## src/rtl/ir_decode_stage.sv

```systemverilog
// Fetch-to-register-bank pipeline register: captures one instruction per handshake,
// decodes both AR and T field candidates plus their mux selects, and owns HALT state.
module ir_decode_stage #(
  parameter int CNT_W = 16
) (
  input  logic             clk,
  input  logic             reset,
  input  logic [31:0]      in_instr,
  input  logic             in_valid,
  output logic             in_ready,
  input  logic             flush,
  input  logic             out_ready,
  output logic             out_valid,
  output logic [3:0]       rd_ar,
  output logic [3:0]       rd_t,
  output logic [31:0]      const_ar,
  output logic [31:0]      const_t,
  output logic             dst_sel,
  output logic             const_sel,
  output logic [3:0]       rs1,
  output logic [3:0]       rs2,
  output logic             is_branch,
  output logic             halted,
  output logic [CNT_W-1:0] dec_count
);

  typedef enum logic {
    RUN,
    HALT
  } state_t;

  localparam logic [1:0] CLS_AR     = 2'b00;
  localparam logic [1:0] CLS_T      = 2'b01;
  localparam logic [1:0] CLS_BRANCH = 2'b10;
  localparam logic [1:0] CLS_HALT   = 2'b11;

  state_t             state_q, state_d;
  logic               out_valid_q, out_valid_d;
  logic [3:0]         rd_ar_q, rd_ar_d;
  logic [3:0]         rd_t_q, rd_t_d;
  logic [31:0]        const_ar_q, const_ar_d;
  logic [31:0]        const_t_q, const_t_d;
  logic               dst_sel_q, dst_sel_d;
  logic               const_sel_q, const_sel_d;
  logic [3:0]         rs1_q, rs1_d;
  logic [3:0]         rs2_q, rs2_d;
  logic               is_branch_q, is_branch_d;
  logic [CNT_W-1:0]   dec_count_q, dec_count_d;

  logic               ready_c;
  logic               accept_c;
  logic               load_c;
  logic [1:0]         cls_c;

  // instr[29:28] carry no meaning for this stage
  logic               unused_instr_bits;
  assign unused_instr_bits = ^in_instr[29:28];

  assign cls_c    = in_instr[31:30];
  assign ready_c  = (state_q == RUN) && (!out_valid_q || out_ready);
  assign accept_c = in_valid && ready_c;
  // flush drops a coincident accept entirely: no load, no count, no HALT entry
  assign load_c   = accept_c && !flush;

  always_comb begin
    state_d     = state_q;
    out_valid_d = out_valid_q;
    rd_ar_d     = rd_ar_q;
    rd_t_d      = rd_t_q;
    const_ar_d  = const_ar_q;
    const_t_d   = const_t_q;
    dst_sel_d   = dst_sel_q;
    const_sel_d = const_sel_q;
    rs1_d       = rs1_q;
    rs2_d       = rs2_q;
    is_branch_d = is_branch_q;
    dec_count_d = dec_count_q;

    if (flush) begin
      out_valid_d = 1'b0;
    end else if (load_c) begin
      out_valid_d = 1'b1;
    end else if (out_ready) begin
      out_valid_d = 1'b0;
    end

    if (load_c) begin
      rd_ar_d     = in_instr[23:20];
      rd_t_d      = in_instr[27:24];
      rs1_d       = in_instr[19:16];
      rs2_d       = in_instr[15:12];
      const_ar_d  = {20'b0, in_instr[11:0]};
      const_t_d   = {{16{in_instr[15]}}, in_instr[15:0]};
      dst_sel_d   = (cls_c == CLS_T);
      const_sel_d = (cls_c == CLS_T);
      is_branch_d = (cls_c == CLS_BRANCH);
      dec_count_d = dec_count_q + CNT_W'(1);
    end

    case (state_q)
      RUN: begin
        if (load_c && (cls_c == CLS_HALT)) begin
          state_d = HALT;
        end
      end
      HALT: begin
        // only reset leaves HALT
        state_d = HALT;
      end
      default: begin
        state_d = RUN;
      end
    endcase

    // CLS_AR needs no special handling beyond the zero defaults of the selects
    if (cls_c == CLS_AR) begin
      dst_sel_d = dst_sel_d;
    end
  end

  always_ff @(posedge clk or posedge reset) begin
    if (reset) begin
      state_q     <= RUN;
      out_valid_q <= 1'b0;
      rd_ar_q     <= '0;
      rd_t_q      <= '0;
      const_ar_q  <= '0;
      const_t_q   <= '0;
      dst_sel_q   <= 1'b0;
      const_sel_q <= 1'b0;
      rs1_q       <= '0;
      rs2_q       <= '0;
      is_branch_q <= 1'b0;
      dec_count_q <= '0;
    end else begin
      state_q     <= state_d;
      out_valid_q <= out_valid_d;
      rd_ar_q     <= rd_ar_d;
      rd_t_q      <= rd_t_d;
      const_ar_q  <= const_ar_d;
      const_t_q   <= const_t_d;
      dst_sel_q   <= dst_sel_d;
      const_sel_q <= const_sel_d;
      rs1_q       <= rs1_d;
      rs2_q       <= rs2_d;
      is_branch_q <= is_branch_d;
      dec_count_q <= dec_count_d;
    end
  end

  assign in_ready  = ready_c;
  assign out_valid = out_valid_q;
  assign rd_ar     = rd_ar_q;
  assign rd_t      = rd_t_q;
  assign const_ar  = const_ar_q;
  assign const_t   = const_t_q;
  assign dst_sel   = dst_sel_q;
  assign const_sel = const_sel_q;
  assign rs1       = rs1_q;
  assign rs2       = rs2_q;
  assign is_branch = is_branch_q;
  assign halted    = (state_q == HALT);
  assign dec_count = dec_count_q;

endmodule

```

## config.mk

```make
export PLATFORM = sky130hd
export DESIGN_NAME = ir_decode_stage
export DESIGN_NICKNAME = d
export VERILOG_FILES = /design/src/rtl/ir_decode_stage.sv
export SDC_FILE = /design/constraint.sdc
export NUM_CORES = 1
export LEC_CHECK = 0
export BUFFER_PORTS_ARGS = -buffer_cell sky130_fd_sc_hd__buf_4
export CAP_MARGIN = 40
export CORE_ASPECT_RATIO = 1.5
export CORE_MARGIN = 2
export CORE_UTILIZATION = 25
export CTS_CLUSTER_SIZE = 24
export DETAILED_ROUTE_END_ITERATION = 8
export GPL_ROUTABILITY_DRIVEN = 0
export PLACE_DENSITY = 0.49
export SETUP_SLACK_MARGIN = 0.5
export SYNTH_ARGS = -nofsm -noshare
export SYNTH_HDL_FRONTEND = slang
export SYNTH_SLANG_ARGS = --single-unit
export TNS_END_PERCENT = 1
```

## constraint.sdc

```tcl
create_clock -name clk -period 3.17 [get_ports clk]
set_input_delay 0.1585 -clock clk [delete_from_list [all_inputs] [get_ports clk]]
set_output_delay 0.1585 -clock clk [all_outputs]
set_load 0.01 [all_outputs]
```

**After elaboration in Yosys (flattened, before gate mapping)**

Index checks and enable logic that the tools add are counted.

- Bits in registers: 64
- Logic and storage cells: 29

- Add/subtract/negate cells: 1
- Equal/unequal tests: 3
- Mux-type cells: 5
- Bitwise gates (word level): 1
- Reductions and logical operators: 8

Operators with widths:

| kind | number |
|---|---|
| $add 16x1->16 const B | 1 |
| $eq 2x2->1 const B | 2 |
| $logic_and 1x1->1 | 4 |
| $mux 1 | 4 |
| $reduce_bool 3->1 | 1 |
| $eq 2x1->1 const B | 1 |
| $logic_not 1->1 | 2 |
| $pmux 1 s2 | 1 |
| $logic_or 1x1->1 | 1 |
| $not 1->1 | 1 |

**Depth between registers and ports, before layout**

Gate-level depths: netlist of the first run.

- Depth after elaboration: 8
- Depth in mapped cells: 6
- Depth with buffers taken out: 5

**Least setup slack after synthesis of the first run**

Ideal clock, no wire load.

- Path kind: flip-flop to flip-flop
- Start: register out_valid_q (netlist: out_valid)
- End: register const_t_q[0] (netlist: const_t[0])
- Setup time: 0.125 ns
- Arrival time: 1.462 ns
- Data required time: 3.045 ns
- Slack: 1.583 ns
- Cell stages (with the launch flop): 5
- Buffers on the path: 1
- Period minus slack after synthesis: 1.587 ns
- Cell sequence: dfrtp_1 -> nor2b_2 -> nor4b_4 -> buf_2 -> mux2_2

- Longest elaborated chain between the ends: 5

RTL lines:

| item | line | text |
|---|---|---|
| start: declaration | 38 | `logic out_valid_q, out_valid_d;` |
| start signal: assignment | 137 | `out_valid_q <= out_valid_d;` |
| $logic_not 1->1 | 60 | `assign ready_c = (state_q == RUN) && (!out_valid_q \|\| out_ready);` |
| $logic_or 1x1->1 | 60 |  |
| $logic_and 1x1->1 | 60 |  |
| $logic_and 1x1->1 | 61 | `assign accept_c = in_valid && ready_c;` |
| $logic_and 1x1->1 | 63 | `assign load_c = accept_c && !flush;` |
| end signal: assignment | 141 | `const_t_q <= const_t_d;` |
| end: declaration | 42 | `logic [31:0] const_t_q, const_t_d;` |

Every way passes these cells.
A chain may end at the register's enable or synchronous reset.

**Worst setup path after layout of the first run**

- Start: register state_q (netlist: halted)
- End: register rd_ar_q[0] (netlist: rd_ar[0])

- Longest elaborated chain between the ends: 4

RTL lines:

| item | line | text |
|---|---|---|
| start: declaration | 37 | `state_t state_q, state_d;` |
| start signal: assignment | 136 | `state_q <= state_d;` |
| $not 1->1 | - |  |
| $logic_and 1x1->1 | 60 |  |
| $logic_and 1x1->1 | 61 |  |
| $logic_and 1x1->1 | 63 |  |
| end signal: assignment | 138 | `rd_ar_q <= rd_ar_d;` |
| end: declaration | 39 | `logic [3:0] rd_ar_q, rd_ar_d;` |

Every way passes these cells.

==> results.txt, run 1 <==
----------------------------------------------------
[Run status]
  Result of the run ... finished clean

[Logic synthesis]
  Cell type contributing the most total cell area after synthesis ... sky130_fd_sc_hd__dfrtp_1
  FFs w/ async S/R, synth ... 1.00
  Cell count after synthesis ... 186
  Most frequently used cell type in the post-synthesis netlist ... sky130_fd_sc_hd__buf_4
  Most common library cells after synthesis ... sky130_fd_sc_hd__buf_4, sky130_fd_sc_hd__dfrtp_1, sky130_fd_sc_hd__mux2_2, sky130_fd_sc_hd__xnor2_1, sky130_fd_sc_hd__nand3_1
  Total standard cell area after synthesis ... roughly 0.0024 sq mm
  Seq/Total Area, Yosys ... 0.510
  Synth Flop Type ... sky130_fd_sc_hd__dfrtp_1
  Average size of a mapped cell ... between 10 and 15 sq um
  Flops & latches, synth ... 48
  Number of distinct library cells after synthesis ... 25
  Number of synthesized flops with an enable pin ... 0
  Post-synth top area share ... 0.510
  Ys Warns ... 0
  Ranking of synthesized cells by area ... sky130_fd_sc_hd__dfrtp_1, sky130_fd_sc_hd__buf_4, sky130_fd_sc_hd__mux2_2, sky130_fd_sc_hd__xnor2_1, sky130_fd_sc_hd__nor4_4

[Flow run]
  Max cap viols ... 0

[STA]
  Fin. Hold Viols ... 0
  Clock skew after layout ... between 9 and 10 ps
  Max Clock Freq ... 0.483 GHz
  Endpoints failing setup ... 0
  Slew @ Worst Pin ... 586 ps
  Max Slew Vio Count ... 0
  Final critical-path required period ... approximately 2100 ps
  Headroom to the max-slew limit ... 0.608
  Fraction of the cycle the final worst path needs ... 0.653
  Final Hold Slack ... about 94 ps
  Aggregate negative setup slack ... 0 ps
  Unrepaired setup endpoints after global routing ... false

[Cells and area]
  Total Nets Final ... around 310
  Final design area excluding fillers ... 0.00323 sq mm
  Post-route non-filler standard cell count ... slightly below 400
  Count of antenna diodes in the layout ... 0
  Area grow syn2layout ... 37.2%
  Fraction of final layout cells with drive strength greater than 1 ... 0.587

[Global routing]
  Global routing usage summed across all routing layers ... 0.0934
  Wire length of the first global-routing pass ... roughly 7400 um
  Aggregate global routing overflow ... 0
  Initial antenna violation count ... 0
  Number of global-route vias before repair ... 1482
  Maximum number of pins on one net before global-route repair ... 36

[Setup path]
  Data arrival time of the critical path ... around 2200 ps
  Highest cell delay on the worst timing path ... approximately 640 ps
  Required time worst endpoint ... 3340 ps
  Critical Path Sink Type ... flip-flop
  Largest fanout of any net on the critical path ... 24
  Crit path kind ... flip-flop to flip-flop
  Crit path launch type ... flip-flop
  Worst path cell trace ... nor4b_4, buf_4, mux2_2
  Reg2Reg Depth ... 3
  CP max stage cell ... sky130_fd_sc_hd__nor4b_4

[Power]
  Internal power summed over all cells ... 1.97 mW
  Largest vdd supply drop ... between 0.3 and 0.4 mV
  Power Dens Cells ... about 900 mW/mm^2
  Clock network fraction of design power ... 0.216
  Switching part of the total ... 0.322
  Portion of total power attributed to combinational logic ... 0.424
  Total leakage power ... ~1.6 nW
  Power share of the sequential group ... 0.360
  Switching power ... between 0.9 and 1 mW

[Routing]
  Vias ... roughly 1600
  Drt initial violations ... 21
  Average routed wire per standard cell ... between 10 and 15 um
  Post-detailed-route DRC marker count ... 0
  Number of antenna-violating nets in the routed design ... 0
  First-pass iteration count of the detailed router ... 4
  Detail-routed via count per cell ... about 4.1
  Total wire length after detailed routing ... 4830 um

[Clock tree]
  Number of buffers inserted to repair setup after CTS ... 0
  Clock tree buffer depth ... 2
  Post-cts gate resize count ... 0
  Insertion delay of the later-clocked pin in the worst-skew pair ... 290 ps
  TritonCTS clock tree ... yes
  Number of H-tree levels ... 2
  Post-CTS clock slew at the launch and capture registers of the worst setup and hold paths ... 70 ps
  Number of clock buffers inserted by TritonCTS ... 5
  Master cell of the clock root buffer ... sky130_fd_sc_hd__clkbuf_16
  Num Clock Sinks ... 48

[Placement]
  Placed inst area ... between 0.003 and 0.004 sq mm
  Port Buffers ... roughly 120
  Hpwl dp ... around 3600 um
  Number of instances in the placed design ... 379

[Floorplan]
  Height of the die ... between 100 and 150 um
  Floorplan die width ... 83.2 um
  Initial Util ... 0.256
  Top-level port count ... between 100 and 150
  Number of placement rows ... between 40 and 50
  Die ar. ... 0.0102 sq mm
  Total core area ... between 0.009 and 0.01 sq mm

[Hold path]
  Worst hold-check path type ... input pin to flip-flop
  Instance count along the most critical hold path ... 2

----------------------------------------------------
[area by class of cell]
| class | instances | area, sq um |
|---|---|---|
| fill | 933 | 5970 |
| sequential | 48 | 1200 |
| timing repair buffer | 120 | 916 |
| multi-input combinational | 96 | 778 |
| tap | 112 | 140 |
| clock buffer | 6 | 139 |
| clock inverter | 2 | 38.8 |
| inverter | 4 | 15.0 |
[kinds of logic (layout without fill, tap and decap cells)]
kind of cell	Yosys count	after routing	synth area share
xor+xnor	15	15	0.0558
mux	29	29	0.139
other cells	1	20	0.00159
compound gates	4	4	0.0112
fa+ha+maj	1	1	0.00532
flops	48	48	0.510
simple gates	27	27	0.0877
buf+inv	61	132	0.189
[worst max-delay path, delay by kind of cell (launching register included)]
family,cells,cell delay [ps]
flip-flops,1,520
multiplexers,1,370
AND/OR/NAND/NOR,1,640
buffers and inverters,1,410
[sequential cells by signal (all words and copies together) (netlist names)]
register   flops
const_t       16
dec_count     16
rd_ar          4
rd_t           4
rs1            4
const_sel      1
halted         1
is_branch      1
out_valid      1
[layer usage]
metal / global-route usage / share of wire / vias up
li1: - / - / 733
met1: 0.0997 / 0.37 / 753
met2: 0.166 / 0.52 / 84
met4: 0.0461 / 0.020 / 0
met5: 0 / 0 / -
met3: 0.0303 / 0.085 / 7
[cell usage in the layout (no fill, tap or decap)]
cell,count
sky130_fd_sc_hd__inv_1,3
sky130_fd_sc_hd__clkinv_4,1
sky130_fd_sc_hd__clkbuf_8,1
sky130_fd_sc_hd__clkbuf_16,5
sky130_fd_sc_hd__and3_1,2
sky130_fd_sc_hd__a31o_2,1
sky130_fd_sc_hd__o21ai_0,2
sky130_fd_sc_hd__ha_1,1
sky130_fd_sc_hd__nor4_1,1
sky130_fd_sc_hd__nor4_4,2
sky130_fd_sc_hd__nor4b_4,1
sky130_fd_sc_hd__nand4_1,5
sky130_fd_sc_hd__inv_2,1
sky130_fd_sc_hd__dlygate4sd3_1,1
sky130_fd_sc_hd__nor2_1,1
sky130_fd_sc_hd__conb_1,20
sky130_fd_sc_hd__and4_1,1
sky130_fd_sc_hd__nand2_1,4
sky130_fd_sc_hd__bufinv_16,1
sky130_fd_sc_hd__mux2_2,29
sky130_fd_sc_hd__nor2b_2,1
sky130_fd_sc_hd__nand3_1,6
sky130_fd_sc_hd__xor2_1,3
sky130_fd_sc_hd__a21o_1,1
sky130_fd_sc_hd__buf_12,1
sky130_fd_sc_hd__dfrtp_1,48
sky130_fd_sc_hd__nand3b_1,2
sky130_fd_sc_hd__nand4b_1,1
sky130_fd_sc_hd__buf_4,118
sky130_fd_sc_hd__xnor2_1,12
[power groups by stage]
stage	sequential [mW]	combinational, mW	clock, mW
5_1_grt	1.10	1.31	0.677
2_1_floorplan	1.14	0.703	0
4_1_cts	1.06	1.26	0.659
3_5_place_dp	1.07	1.25	0
6_report	1.05	1.23	0.626
3_3_place_gp	1.06	1.25	0
[final timing paths]
kind / to / slack (ps) / from
max in group asynchronous: const_t[12] / 2280 / reset
hold / removal: rd_t[1] / 90 / in_instr[25]
setup / recovery: rd_ar[0] / 1100 / halted
min in group asynchronous: const_t[3] / 390 / reset
setup reg to reg: rd_ar[0] / 1100 / halted
hold reg to reg: dec_count[15] / 480 / dec_count[15]
[stage by stage]
step	power [mW]	util	setup WS, ps
CTS	2.97	0.351	1020
finish	2.90	0.351	1100
floorplan	1.84	-	1580
global route	3.09	0.351	928
global placement	2.30	0.328	1060
detailed placement	2.32	0.330	1030
[repair_timing]
item / 4_1_cts / 5_1_grt
endpoints found under the hold margin: 13 / 0
setup endpoints to repair: 0 / 0
hold buffers: 1 / 0
Power figures use the tool's default switching activity.
==> inputs of run 2 (changes only) <==
--- a/config.mk
+++ b/config.mk
@@ -13,7 +13,7 @@
 export CTS_CLUSTER_SIZE = 24
 export DETAILED_ROUTE_END_ITERATION = 8
 export GPL_ROUTABILITY_DRIVEN = 0
-export PLACE_DENSITY = 0.49
+export PLACE_DENSITY = 0.51
 export SETUP_SLACK_MARGIN = 0.5
 export SYNTH_ARGS = -nofsm -noshare
 export SYNTH_HDL_FRONTEND = slang
==> constraint.sdc (replaced) <==
create_clock -name clk -period 1.7 [get_ports clk]
set_input_delay 0.085 -clock clk [delete_from_list [all_inputs] [get_ports clk]]
set_output_delay 0.085 -clock clk [all_outputs]
set_load 0.01 [all_outputs]
==> run 2 against run 1 <==
Cell count grew 2.8%. Count of clock-buffer cells in the layout stayed put. Power up 91%. Wire length increased by 7.0%. Die area is the same. Highest routed layer unchanged. Final area is 4.5% higher. Combinational power is 100% higher. Clock skew increased by 0.70 ps. Critical path type unchanged. Worst hold slack lost 71 ps. Critical path depth increased by 2.
==> results.txt, run 2 (same netlist as run 1, synthesis figures left out) <==
----------------------------------------------------
[Power]
  Power Dens Cells ... 1640 mW/mm^2 (+82%)
  Largest vdd supply drop ... 0.610 mV (+70%)
  Total leakage power ... 1.65 nW (+4.9%)

[STA]
  Endpoints failing setup ... 0 (unchanged)
  Final critical-path setup slack ... 212 ps (-889 ps)
  Final critical-path required period ... 1490 ps (-581 ps)
  Unrepaired setup endpoints after global routing ... true
  Fraction of the cycle the final worst path needs ... 0.875 (+0.223)
  Max Slew Vio Count ... 0 (unchanged)
  Max Clock Freq ... 0.672 GHz (+39%)
  Clock skew after layout ... 9.97 ps (+0.699 ps)
  Fin. Hold Viols ... 0 (unchanged)
  Aggregate negative setup slack ... 0 ps (unchanged)

[Setup path]
  Highest cell delay on the worst timing path ... 370 ps (-270 ps)
  Crit path kind ... flip-flop to flip-flop
  Required time worst endpoint ... 1870 ps (-1470 ps)
  Capturing element of the worst setup path ... rs1[2]
  Crit path launch type ... flip-flop
  Worst path cell trace ... nor2b_4, nor4b_4, buf_6, buf_12, mux2_2
  Reg2Reg Depth ... 5 (+2)
  Worst setup slack for register-to-register paths ... 210 ps (-890 ps)
  Data arrival time of the critical path ... 1660 ps (-580 ps)
  Reg-to-reg critical path endpoint ... rs1[2]
  Largest fanout of any net on the critical path ... 7 (-71%)
  CP max stage cell ... sky130_fd_sc_hd__dfrtp_1
  Source of the critical timing path ... out_valid
  Critical Path Sink Type ... flip-flop
  Crit Reg-Reg Startpoint ... out_valid

[Routing]
  First-pass iteration count of the detailed router ... 3 (-1)
  Detail-routed via count per cell ... 4.10 (+0.94%)
  Drt initial violations ... 10 (-52%)
  Average routed wire per standard cell ... 12.9 um (+4.0%)
  Total wire length after detailed routing ... 5160 um (+7.0%)
  Number of antenna-violating nets in the routed design ... 0 (unchanged)
  Post-detailed-route DRC marker count ... 0 (unchanged)
  Vias ... 1637 (+3.8%)

[Cells and area]
  Most common cell after layout, fill and taps aside ... sky130_fd_sc_hd__buf_4
  Final design area excluding fillers ... 0.00337 sq mm (+4.5%)
  Area grow syn2layout ... 43.4%
  Filler Cells Inserted ... 937 (+0.43%)
  Total Nets Final ... 324 (+3.5%)
  Utilization after layout ... 0.367 (+0.0159)
  Commonest cells after routing, fill and taps aside ... sky130_fd_sc_hd__buf_4, sky130_fd_sc_hd__dfrtp_1, sky130_fd_sc_hd__mux2_2
  Fraction of final layout cells with drive strength greater than 1 ... 0.603 (+0.0158)
  Count of antenna diodes in the layout ... 0 (unchanged)

[Floorplan]
  Die ar. ... 0.0102 sq mm (unchanged)
  Top-level port count ... 139 (unchanged)
  Total core area ... 0.00920 sq mm (unchanged)
  Height of the die ... 123 um (unchanged)
  Number of placement rows ... 43 (unchanged)
  Floorplan die width ... 83.2 um (unchanged)
  Initial Util ... 0.256 (unchanged)

[Global routing]
  GR met2 Demand/Resource ... 0.174 (+0.00857)
  Met1 global-route usage ... 0.118 (+0.0182)
  Maximum number of pins on one net before global-route repair ... 49 (+36%)
  Wire length of the first global-routing pass ... 8160 um (+9.6%)
  Layer carrying the most global-route usage ... met2
  Aggregate global routing overflow ... 0 (unchanged)
  Initial antenna violation count ... 0 (unchanged)
  GR Util met3 ... 0.0343 (+0.00403)
  Global routing usage summed across all routing layers ... 0.102 (+0.00898)
  Number of global-route vias before repair ... 1564 (+5.5%)

[Clock tree]
  TritonCTS clock tree ... yes
  Master cell of the clock root buffer ... sky130_fd_sc_hd__clkbuf_16
  Clock tree buffer depth ... 2 (unchanged)
  Number of clock buffers inserted by TritonCTS ... 5 (unchanged)
  Post-CTS clock slew at the launch and capture registers of the worst setup and hold paths ... 70 ps (about the same)
  Number of H-tree levels ... 2 (unchanged)
  Num Clock Sinks ... 48 (unchanged)
  Insertion delay of the later-clocked pin in the worst-skew pair ... 290 ps (about the same)

[Placement]
  Pre-CTS WS ... 51.4 ps (-980 ps)
  Placed inst area ... 0.00308 sq mm (+1.2%)
  Port Buffers ... 116 (unchanged)
  Hpwl dp ... 3630 um (-0.41%)

[Flow run]
  Max cap viols ... 0 (unchanged)

[Hold path]
  Worst hold-check path type ... input pin to flip-flop

[Run status]
  Result of the run ... finished clean

----------------------------------------------------
[run 2: cell types whose count changed in the layout (fill, tap and decap cells not counted), sizes merged]
cell / delta
buf: +11
[run 2: layout make-up]
type	count	area, sq um	share of cell area
repair buffers	131	1050	0.313
flip-flops and latches	48	1200	0.356
clock inverters	2	35.0	0.0104
well taps	112	140	0.0415
clock buffers	6	129	0.0382
inverters	4	15.0	0.00445
multi-input cells	96	798	0.237
[run 2: report_power, final]
group	internal, mW	switching, mW
sequential	1.57	0.345
combinational	1.48	1.01
clock	0.693	0.439
total	3.74	1.80
[run 2: worst min path at each step]
stage,to,depth (start not counted),start,slack [ps]
global route,rd_t[1],2,in_instr[25],9
detailed placement,dec_count[14],3,reset,170
CTS,rd_t[1],2,in_instr[25],10
finish,rd_t[1],2,in_instr[25],20
global placement,const_t[0],3,reset,160
floorplan,const_sel,2,in_instr[30],230
[run 2: what timing repair did]
item / CTS / global route
resized for setup: 16 / 0
setup endpoints to repair: 67 / 67
pin swaps: 3 / 0
hold buffers: 1 / 0
gates cloned: 1 / 0
hold endpoints to repair: 48 / 0
setup buffers: 6 / 0
[run 2: critical path: cells and delay by family, from the launching register on]
family | cells | cell delay [ps]
DFF | 1 | 370
and+or+nand+nor | 2 | 350
buffers and inverters | 2 | 320
muxes | 1 | 330
[run 2: routing by layer]
metal,vias to the layer above,part of all wire,wire length [um]
met5,-,0,0
met4,0,0.017,90
met3,6,0.084,435
met2,87,0.51,2630
met1,792,0.39,2000
li1,752,-,-
[run 2: through the flow]
stage | total power, mW | std cells | hold slack, ps
floorplan | 3.44 | 205 | 232
global placement | 4.35 | 383 | 164
detailed placement | 4.39 | 383 | 169
CTS | 5.65 | 399 | 10.2
global route | 5.88 | 399 | 8.59
finish | 5.54 | 399 | 22.9
